===== src/rtl/cpu_mul_arbiter.sv =====
// Round-robin arbiter sharing one registered multiply cell between two requesters.
// One operation in flight; the result is held in a response register until the owner takes it.
module cpu_mul_arbiter #(
   parameter int DATA_W      = 32,
   parameter int MUL_LATENCY = 1
) (
   input  logic              clk,
   input  logic              reset_n,
   input  logic              req0_valid,
   output logic              req0_ready,
   input  logic [DATA_W-1:0] req0_src1,
   input  logic [DATA_W-1:0] req0_src2,
   output logic              rsp0_valid,
   input  logic              rsp0_ready,
   output logic [DATA_W-1:0] rsp0_result,
   input  logic              req1_valid,
   output logic              req1_ready,
   input  logic [DATA_W-1:0] req1_src1,
   input  logic [DATA_W-1:0] req1_src2,
   output logic              rsp1_valid,
   input  logic              rsp1_ready,
   output logic [DATA_W-1:0] rsp1_result,
   output logic [DATA_W-1:0] M_mul_src1,
   output logic [DATA_W-1:0] M_mul_src2,
   input  logic [DATA_W-1:0] M_mul_cell_result
);

   // state  | meaning
   // S_IDLE | no operation in flight; arbitration and grant happen only here
   // S_WAIT | operands on the cell; counting down until the cell result is valid
   // S_RESP | result held for the owner until its response handshake
   typedef enum logic [1:0] {
      S_IDLE = 2'd0,
      S_WAIT = 2'd1,
      S_RESP = 2'd2
   } state_t;

   localparam int CNT_W = 3;

   state_t            state_q;
   state_t            state_d;
   logic              owner_q;
   logic              last_grant_q;
   logic [CNT_W-1:0]  cnt_q;
   logic [DATA_W-1:0] src1_q;
   logic [DATA_W-1:0] src2_q;
   logic [DATA_W-1:0] result_q;
   logic              grant0;
   logic              grant1;
   logic              rsp_hs;

   always_comb begin
      state_d = state_q;
      grant0  = 1'b0;
      grant1  = 1'b0;
      rsp_hs  = 1'b0;
      case (state_q)
         S_IDLE: begin
            // on a tie the requester that was not granted last wins
            if (req0_valid && (!req1_valid || last_grant_q)) begin
               grant0 = 1'b1;
            end else if (req1_valid) begin
               grant1 = 1'b1;
            end
            if (grant0 || grant1) begin
               state_d = S_WAIT;
            end
         end
         S_WAIT: begin
            if (cnt_q == '0) begin
               state_d = S_RESP;
            end
         end
         S_RESP: begin
            rsp_hs = owner_q ? rsp1_ready : rsp0_ready;
            if (rsp_hs) begin
               state_d = S_IDLE;
            end
         end
         default: state_d = S_IDLE;
      endcase
   end

   always_ff @(posedge clk or negedge reset_n) begin
      if (!reset_n) begin
         state_q      <= S_IDLE;
         owner_q      <= 1'b0;
         last_grant_q <= 1'b1;
         cnt_q        <= '0;
         src1_q       <= '0;
         src2_q       <= '0;
         result_q     <= '0;
      end else begin
         state_q <= state_d;
         if (grant0 || grant1) begin
            src1_q       <= grant1 ? req1_src1 : req0_src1;
            src2_q       <= grant1 ? req1_src2 : req0_src2;
            owner_q      <= grant1;
            last_grant_q <= grant1;
            cnt_q        <= CNT_W'(MUL_LATENCY);
         end
         if (state_q == S_WAIT) begin
            if (cnt_q != '0) begin
               cnt_q <= cnt_q - 1'b1;
            end else begin
               result_q <= M_mul_cell_result;
            end
         end
      end
   end

   assign req0_ready  = grant0;
   assign req1_ready  = grant1;
   assign rsp0_valid  = (state_q == S_RESP) && !owner_q;
   assign rsp1_valid  = (state_q == S_RESP) && owner_q;
   // only the owner sees the held result; the other side reads zero
   assign rsp0_result = owner_q ? '0 : result_q;
   assign rsp1_result = owner_q ? result_q : '0;
   assign M_mul_src1  = src1_q;
   assign M_mul_src2  = src2_q;

endmodule


===== config.mk =====
export PLATFORM = sky130hd
export DESIGN_NAME = cpu_mul_arbiter
export DESIGN_NICKNAME = d
export VERILOG_FILES = /design/src/rtl/cpu_mul_arbiter.sv
export SDC_FILE = /design/constraint.sdc
export NUM_CORES = 1
export LEC_CHECK = 0
export ABC_CLOCK_PERIOD_IN_PS = 3500
export CAP_MARGIN = 20
export CELL_PAD_IN_SITES_DETAIL_PLACEMENT = 0
export CELL_PAD_IN_SITES_GLOBAL_PLACEMENT = 1
export CORE_UTILIZATION = 32
export CTS_CLUSTER_DIAMETER = 40
export DETAILED_ROUTE_END_ITERATION = 16
export PLACE_DENSITY = 0.86
export SYNTH_ARGS = -nofsm -noshare
export SYNTH_HDL_FRONTEND = slang
export SYNTH_SLANG_ARGS = --single-unit

===== constraint.sdc =====
create_clock -name clk -period 3.5 [get_ports clk]
set_input_delay 0.7 -clock clk [delete_from_list [all_inputs] [get_ports clk]]
set_output_delay 0.7 -clock clk [all_outputs]
set_load 0.02 [all_outputs]

==> flow_summary_export.csv, run 1 <==
group,metric,value,unit
detailed_routing,drcViolationCount,0,
detailed_routing,wl,18.77,mm
global_route,antenna_found_initial,1,
cts,cts_hold_buffers,0,
synthesis,synth-xor-area-share,0,%
global_route,grt_max_degree,68,
synthesis,synth.avg_cell_area,11.52,sq um
synthesis,synthFlopType,"dfrtp_1",
critical_path,cp_slowest_cell,"clkdlybuf4s50_1",
global_route,grt_overflow,0,
place,pre_cts_slack,0.5247,ns
power_and_ir_drop,p_per_area,907.6,mW/mm^2
sta,hold_viol,0,
synthesis,syn_area,0.005564,sq mm
sta,max_slew_margin,47.33,%
final_layout,n_fill_cell,1450,
sta,rsz0062_at_grt,"no",
sta,clock.fmax,335.7,MHz
detailed_routing,drt_iter0_drc,213,
critical_path,crit_buf_inv,3,
critical_path,start_kind,"input port",
synthesis,postSynthRegisterBits,103,
status,status,"complete, no violations",
sta,finalCriticalPeriod,2.978,ns
synthesis,synth-simple-area-share,27.50,%
power_and_ir_drop,finalPower,8.098,mW
synthesis,synth_top_family_by_area,"simple AND/OR/NAND/NOR gates",
final_layout,area_growth,60.36,%
synthesis,synth_top_area_cell,"dfrtp_1",
critical_path,path_cells,"clkdlybuf4s50_1, nand2_2, nand3_2, inv_1, clkdlybuf4s50_1",
global_route,grt_pass1_wl,28.77,mm
critical_path,path_max_fanout,4,
power_and_ir_drop,p_leak,3.500,nW
place,dp_hpwl,13.16,mm
floorplan,ios,298,
sta,fin_setup_tns,0,ns
sta,fin_crit_sh,85.10,%
floorplan,die_y,133.9,um
cts,clkTransAtPathRegs,0.07,ns
global_route,grt_use_total,20.66,%
sta,finalClockSkew,0.004959,ns
cts,cts_sinks,103,
place,place_inst,953,
synthesis,synth-compound-area-share,12.57,%
critical_path,cp.depth,5,
floorplan,die_width,133.9,um
critical_path,cp_data_arrival_time,2.28,ns
critical_path,rrSetupSlack,1.30,ns
run,cap_violations,0,
synthesis,synth_mux_area_share,6.881,%
critical_path,critPathTopFamily,"buffers and inverters",
synthesis,synthArstFlopShare,100.0,%
final_layout,final_cells,970,
final_layout,final_cell_mix,"clkdlybuf4s50_1, dfrtp_1, nor3b_1, and4_1, a221o_1",
cts,cts_max_path_buffers,2,
cts,cts_setup_buffers,0,
critical_path,path_class,"input port to output pin",
cts,cts_resized,0,
final_layout,multiInputGateArea,0.002660,sq mm
cts,numCtsBuffers,9,
cts,tritoncts,"built",
critical_path,r2r_cells,5,
place,io_buffers,297,
floorplan,num_rows,47,
critical_path,crit_end,"req1_ready",
detailed_routing,vias,5117,
synthesis,synthesis.instances,483,
place,gp_congestion,0.7885,
cts,root_buffer,"clkbuf_16",
detailed_routing,first_pass_iters,6,
final_layout,fin_nets,912,
synthesis,syn-num-nets,651,
final_layout,seq_area,0.002579,sq mm
floorplan,dieArea,0.01792,sq mm
synthesis,ys_types,30,
synthesis,yosysSeqAreaShare,46.35,%
global_route,grt_pass1_vias,5174,
critical_path,r2r_end,"M_mul_src1[7]",
cts,htreeDepth,3,
synthesis,synth_fa_ha_area_share,0.4497,%
synthesis,synthTopCellsByArea,"dfrtp_1, a221o_1, and4_1",
cts,clk_latency,0.35,ns
synthesis,synth_edf_count,0,
critical_path,cp.required,2.80,ns
critical_path,max_stage_delay,0.62,ns
sta,timing.final.ws_setup,0.5216,ns
min_path,min_path_type,"input port to async pin",
synthesis,synth_top_area_share,45.87,%
sta,setup_viol,0,
sta,slew_viol_final,0,
critical_path,reg2reg_from,"state_q[1]",
sta,worst_pin_slew,0.7901,ns
floorplan,core,0.01676,sq mm
final_layout,drive_above_1_share,5.607,%
detailed_routing,routed_via_density,5.275,
floorplan,initial_core_util,33.20,%
detailed_routing,wire_per_inst,19.35,um
final_layout,final_common_cell,"clkdlybuf4s50_1",
critical_path,critPathLaunch,"req0_valid",
critical_path,path_common_cell,"clkdlybuf4s50_1",
critical_path,critPathCaptureType,"output pin",
detailed_routing,final_antenna_net_count,0,
synthesis,ys_warn_count,0,
power_and_ir_drop,ir_drop,421.2,uV
## report_power, final
| part | internal (mW) | total (mW) | switching (mW) |
|---|---|---|---|
| Combinational | 2.36 | 4.80 | 2.44 |
| Clock | 0.631 | 1.09 | 0.460 |
| Sequential | 1.81 | 2.20 | 0.388 |
| Total | 4.81 | 8.10 | 3.29 |
## Yosys cell counts, types with 2 or more instances
cell	n
nor2b_1	33
mux2_2	4
a21o_1	2
inv_1	5
buf_2	14
nor3b_1	64
mux2_1	30
clkbuf_1	31
and2_1	32
a221o_1	64
ha_1	2
nand2_1	3
nand2b_1	3
buf_6	10
buf_4	4
dfrtp_1	102
nor2_1	3
and4_1	64
o22ai_1	2
## flip-flops by register name, indices dropped and copies added (netlist names)
| name | cells |
|---|---|
| M_mul_src1 | 32 |
| M_mul_src2 | 32 |
| cnt_q | 3 |
| last_grant_q | 1 |
| state_q | 2 |
| result_q | 32 |
| owner_q | 1 |
## final cells by class
type	count	area share, %
clock buffers	10	2.566
multi-input cells	316	29.81
well taps	220	3.085
repair buffers	309	34.39
diodes	1	0.02805
flip-flops and latches	103	28.90
clock inverters	6	1.010
inverters	5	0.2103
## worst min path at each step
stage	from	endpoint	slack, ns	depth (start not counted)
finish	reset_n	result_q[22]	0.36	1
global route	reset_n	result_q[22]	0.41	1
CTS	reset_n	result_q[22]	0.39	1
detailed placement	result_q[23]	result_q[23]	0.48	1
global placement	result_q[13]	result_q[13]	0.48	1
floorplan	reset_n	M_mul_src1[0]	0.40	0
## worst register-to-register path, cell delays in order (launching register included)
cell	delay, ns
dfrtp_1	0.45
nor2_4	0.16
buf_4	0.48
o21ai_4	0.10
buf_4	0.34
a221o_1	0.55
## routing by layer
layer  wire, um  vias up  track usage, %
met5          0        -               0
met4        490        0           8.396
met3       1579       33           5.820
met2       9004      240           34.37
met1       7699     2476           25.11
li1           -     2368               -
## cells by family after synthesis
logic type               after synthesis
AO/OA/AOI/OAI                         72
adder cells (fa/ha/maj)                2
buffers and inverters                 64
multiplexers                          34
flip-flops                           103
AND/OR/NAND/NOR                      208
## per-stage QoR
step	area (sq um)	utilization (%)	hold slack, ns
floorplan	5564	-	0.4044
global placement	8601	51.32	0.4802
detailed placement	8601	51.32	0.4846
CTS	8920	53.22	0.3950
global route	8922	53.24	0.4109
finish	8922	53.24	0.3643
Note: power is estimated with default switching activity, not from simulation.
==> run 2, diff against run 1 <==
--- a/config.mk
+++ b/config.mk
@@ -10,9 +10,10 @@
 export CELL_PAD_IN_SITES_DETAIL_PLACEMENT = 0
 export CELL_PAD_IN_SITES_GLOBAL_PLACEMENT = 1
 export CORE_UTILIZATION = 32
-export CTS_CLUSTER_DIAMETER = 40
+export CTS_CLUSTER_DIAMETER = 150
 export DETAILED_ROUTE_END_ITERATION = 16
-export PLACE_DENSITY = 0.86
+export GPL_TIMING_DRIVEN = 0
+export PLACE_DENSITY_LB_ADDON = 0.3
 export SYNTH_ARGS = -nofsm -noshare
 export SYNTH_HDL_FRONTEND = slang
 export SYNTH_SLANG_ARGS = --single-unit
==> run 2 against run 1 <==
Effect of this change: fmax decreased by 11%; critical path depth up 2; clock skew grew 0.0026 ns; total power is 2.0% higher; hold slack better by 0.018 ns; highest routed layer unchanged; clock power is essentially flat; register-to-register slack improved by 0.44 ns; utilization up 1.3 points; largest cell class unchanged; sequential share of layout area shrank 0.70 points.
==> flow_summary_export.csv, run 2 (synthesis results as in run 1) <==
group,metric,value,unit
sta,setup_viol,0,
sta,rsz0062_at_grt,"no",
run,cap_violations,0,
detailed_routing,first_pass_iters,4,
critical_path,start_kind,"input port",
sta,finalClockSkew,0.007514,ns
place,place_inst,1001,
place,gp_congestion,0.8338,
detailed_routing,drt_iter0_drc,195,
status,status,"complete, no violations",
global_route,grt_use_total,21.54,%
cts,cts_setup_buffers,0,
cts,cts_resized,0,
final_layout,final_cells,1017,
power_and_ir_drop,ir_drop,429.3,uV
place,io_buffers,297,
cts,cts_sinks,103,
sta,max_slew_margin,51.29,%
detailed_routing,wire_per_inst,18.98,um
global_route,antenna_found_initial,0,
cts,htreeDepth,3,
final_layout,final_cell_area,0.009144,sq mm
cts,clkTransAtPathRegs,0.07,ns
global_route,grt_pass1_wl,29.97,mm
detailed_routing,routed_via_density,5.145,
floorplan,num_rows,47,
cts,clk_latency,0.35,ns
cts,tritoncts,"built",
final_layout,diodes,0,
critical_path,cp_data_arrival_time,2.65,ns
detailed_routing,final_antenna_net_count,0,
power_and_ir_drop,p_per_area,903.3,mW/mm^2
floorplan,core,0.01676,sq mm
floorplan,ios,298,
floorplan,die_width,133.9,um
critical_path,critPathCaptureType,"output pin",
detailed_routing,vias,5232,
cts,root_buffer,"clkbuf_16",
cts,cts_max_path_buffers,2,
sta,timing.final.ws_setup,0.1515,ns
global_route,grt_overflow,0,
global_route,grt_max_degree,53,
detailed_routing,drcViolationCount,0,
sta,holdWs,0.3823,ns
place,pre_cts_slack,0.1433,ns
global_route,grt_pass1_vias,5478,
power_and_ir_drop,p_leak,3.607,nW
sta,hold_viol,0,
critical_path,path_max_fanout,10,
place,postPlaceCellArea,0.008837,sq mm
place,dp_hpwl,14.87,mm
sta,finalCriticalPeriod,3.349,ns
power_and_ir_drop,finalPower,8.260,mW
final_layout,fin_nets,960,
final_layout,drive_above_1_share,6.901,%
floorplan,die_y,133.9,um
final_layout,final_core_util,54.56,%
floorplan,initial_core_util,33.20,%
floorplan,dieArea,0.01792,sq mm
final_layout,final_common_cell,"clkdlybuf4s50_1",
cts,numCtsBuffers,9,
sta,slew_viol_final,0,
cts,cts_hold_buffers,0,
final_layout,final_cell_mix,"clkdlybuf4s50_1, dfrtp_1, nor3b_1, and4_1, a221o_1",
critical_path,cp.required,2.80,ns
min_path,min_path_type,"input port to async pin",
sta,fin_crit_sh,95.67,%
detailed_routing,wl,19.31,mm
sta,clock.fmax,298.6,MHz
sta,worst_pin_slew,0.7306,ns
sta,fin_setup_tns,0,ns
critical_path,path_class,"input port to output pin",
final_layout,area_growth,64.34,%
critical_path,rrSetupSlack,1.74,ns
==> run 2: changes by cell type in the layout (fill, tap and decap cells not counted), sizes merged <==
cell,before,now
clkbuf,10,41
diode,1,0
clkinvlp,1,2
clkdlybuf4s50,295,296
bufinv,2,1
buf,14,30
==> run 2: area by class of cell <==
type                       instances  area, sq um
multi-input combinational        316         2638
timing repair buffer             298         2998
buffer                            59        329.1
sequential                       103         2579
clock buffer                      10        239.0
fill                            1486         7616
clock inverter                     6        67.56
inverter                           5        18.77
tap                              220        275.3
==> run 2: worst paths after layout <==
path                           endpoint        start  cells past startpoint
setup reg to reg           result_q[24]     cnt_q[0]                      6
min in group clk            result_q[4]  result_q[4]                      1
max in group asynchronous  last_grant_q      reset_n                      2
hold / removal             result_q[14]      reset_n                      1
setup / recovery             req1_ready   req0_valid                      7
hold reg to reg             result_q[4]  result_q[4]                      1
==> run 2: worst max-delay path, cell delays in order <==
cell	delay, ns
clkdlybuf4s50_1	0.55
nand2_1	0.09
nand3_1	0.11
buf_2	0.24
buf_2	0.27
inv_1	0.10
clkdlybuf4s50_1	0.57
==> run 2: metal layers <==
metal	wire (um)	global-route usage (%)	vias up
li1	-	-	2467
met1	7960	26.01	2518
met2	9597	37.22	221
met3	1351	5.291	26
met4	396	7.386	0
met5	0	0	-
==> run 2: report_power, final <==
part           total [mW]  leakage [nW]  switching (mW)  internal [mW]
registers            2.21          1.23           0.393           1.81
clock network        1.07         0.145           0.486          0.579
logic                4.99          2.24            2.48           2.51
==> run 3, diff against run 2 <==
--- a/config.mk
+++ b/config.mk
@@ -5,11 +5,11 @@
 export SDC_FILE = /design/constraint.sdc
 export NUM_CORES = 1
 export LEC_CHECK = 0
-export ABC_CLOCK_PERIOD_IN_PS = 3500
+export ABC_CLOCK_PERIOD_IN_PS = 3620
 export CAP_MARGIN = 20
 export CELL_PAD_IN_SITES_DETAIL_PLACEMENT = 0
 export CELL_PAD_IN_SITES_GLOBAL_PLACEMENT = 1
-export CORE_UTILIZATION = 32
+export CORE_UTILIZATION = 29
 export CTS_CLUSTER_DIAMETER = 150
 export DETAILED_ROUTE_END_ITERATION = 16
 export GPL_TIMING_DRIVEN = 0
==> constraint.sdc (replaced) <==
create_clock -name clk -period 3.62 [get_ports clk]
set_input_delay 0.724 -clock clk [delete_from_list [all_inputs] [get_ports clk]]
set_output_delay 0.724 -clock clk [all_outputs]
set_load 0.02 [all_outputs]
==> run 3 against run 2 <==
Effect of this change: wire length up 0.77%; clock-buffer cell count down 1; sequential cell count unchanged; final cell count up 1.3%.
==> flow_summary_export.csv, run 3 (synthesis results as in run 1) <==
group,metric,value,unit
status,status,"complete, no violations",
cts,tritoncts,"built",
sta,timing.final.ws_setup,0.1913,ns
global_route,grt_pass1_wl,30.12,mm
critical_path,critPathCaptureType,"output pin",
final_layout,drive_above_1_share,6.784,%
sta,clock.fmax,291.7,MHz
floorplan,initial_core_util,29.65,%
floorplan,dieArea,0.01974,sq mm
final_layout,final_common_cell,"clkdlybuf4s50_1",
cts,htreeDepth,3,
sta,slew_viol_final,0,
final_layout,diodes,0,
cts,root_buffer,"clkbuf_16",
critical_path,path_class,"input port to output pin",
cts,cts_hold_buffers,0,
run,cap_violations,0,
detailed_routing,drcViolationCount,0,
detailed_routing,routed_via_density,5.083,
final_layout,final_core_util,48.97,%
critical_path,r2r_cells,6,
final_layout,final_cell_area,0.009190,sq mm
place,pre_cts_slack,0.1656,ns
final_layout,area_growth,65.17,%
critical_path,critPathLaunch,"req0_valid",
sta,finalClockSkew,0.009408,ns
cts,clkTransAtPathRegs,0.07,ns
detailed_routing,final_antenna_net_count,0,
sta,fin_crit_sh,94.72,%
place,gp_congestion,0.8025,
sta,holdWs,0.4036,ns
place,io_buffers,297,
global_route,antenna_found_initial,0,
sta,fin_setup_tns,0,ns
detailed_routing,wl,19.45,mm
detailed_routing,first_pass_iters,4,
critical_path,path_max_fanout,10,
cts,cts_setup_buffers,0,
cts,cts_sinks,103,
sta,worst_pin_slew,0.6995,ns
global_route,grt_use_total,19.74,%
place,dp_hpwl,14.94,mm
floorplan,ios,298,
min_path,min_path_type,"input port to async pin",
critical_path,reg2reg_from,"cnt_q[0]",
critical_path,cp.required,2.90,ns
sta,finalCriticalPeriod,3.429,ns
floorplan,die_y,140.5,um
global_route,grt_max_degree,53,
power_and_ir_drop,p_per_area,877.4,mW/mm^2
critical_path,start_kind,"input port",
final_layout,final_cell_mix,"clkdlybuf4s50_1, dfrtp_1, nor3b_1, and4_1, a221o_1",
power_and_ir_drop,ir_drop,406.4,uV
critical_path,cp_data_arrival_time,2.70,ns
power_and_ir_drop,p_leak,3.619,nW
detailed_routing,wire_per_inst,18.89,um
critical_path,rrSetupSlack,1.84,ns
floorplan,core,0.01877,sq mm
cts,numCtsBuffers,9,
sta,setup_viol,0,
global_route,grt_overflow,0,
floorplan,num_rows,50,
final_layout,fin_nets,960,
detailed_routing,drt_iter0_drc,185,
sta,max_slew_margin,53.37,%
place,postPlaceCellArea,0.008855,sq mm
cts,cts_max_path_buffers,2,
sta,rsz0062_at_grt,"no",
global_route,grt_pass1_vias,5505,
cts,clk_latency,0.35,ns
sta,hold_viol,0,
cts,cts_resized,0,
detailed_routing,vias,5235,
critical_path,crit_end,"req1_ready",
critical_path,r2r_end,"result_q[21]",
floorplan,die_width,140.5,um
-- run 3: changes by cell type in the layout (fill, tap and decap cells not counted), sizes merged --
| cell | before | now |
|---|---|---|
| bufinv | 1 | 3 |
| clkbuf | 41 | 40 |
| inv | 7 | 5 |
-- run 3: final cells by class --
type                    count  area, sq um
fillers                  1712         9578
repair buffers            298         2998
multi-input cells         316         2638
flip-flops and latches    103         2579
plain buffers              59        329.1
well taps                 234        292.8
clock buffers               9        225.2
clock inverters             6        110.1
inverters                   5        18.77
-- run 3: worst max-delay path: stages --
cell and delay (ns):
clkdlybuf4s50_1 0.54, nand2_1 0.08, nand3_1 0.11, buf_2 0.25, buf_2 0.29, inv_1 0.12, clkdlybuf4s50_1 0.57
-- run 3: per-stage QoR --
stage / total power [mW] / cells
6_report: 8.064 / 1030
3_5_place_dp: 7.009 / 1015
3_3_place_gp: 6.924 / 1014
4_1_cts: 8.152 / 1030
5_1_grt: 8.546 / 1030
2_1_floorplan: 4.763 / 483
-- run 3: worst min path at each step --
stage,from,end,slack [ns],cells after the start
6_report,reset_n,result_q[20],0.40,1
3_3_place_gp,result_q[8],result_q[8],0.48,1
2_1_floorplan,reset_n,M_mul_src1[0],0.43,0
3_5_place_dp,result_q[8],result_q[8],0.49,1
4_1_cts,reset_n,result_q[20],0.44,1
5_1_grt,reset_n,result_q[20],0.46,1
-- run 3: routing by layer --
metal  routed length [um]  global-route usage (%)  part of all wire [%]  up-vias
met3                 1749                   6.427                   9.0       26
met4                  391                   7.151                   2.0        0
met5                    0                       0                     0        -
met1                 8000                   23.15                    41     2504
li1                     -                       -                     -     2459
met2                 9311                   33.68                    48      246
-- run 3: report_power, final --
group	leakage [nW]	switching, mW	internal [mW]
Clock	0.158	0.439	0.671
Combinational	2.24	2.39	2.42
Sequential	1.23	0.388	1.76
Total	3.62	3.21	4.85
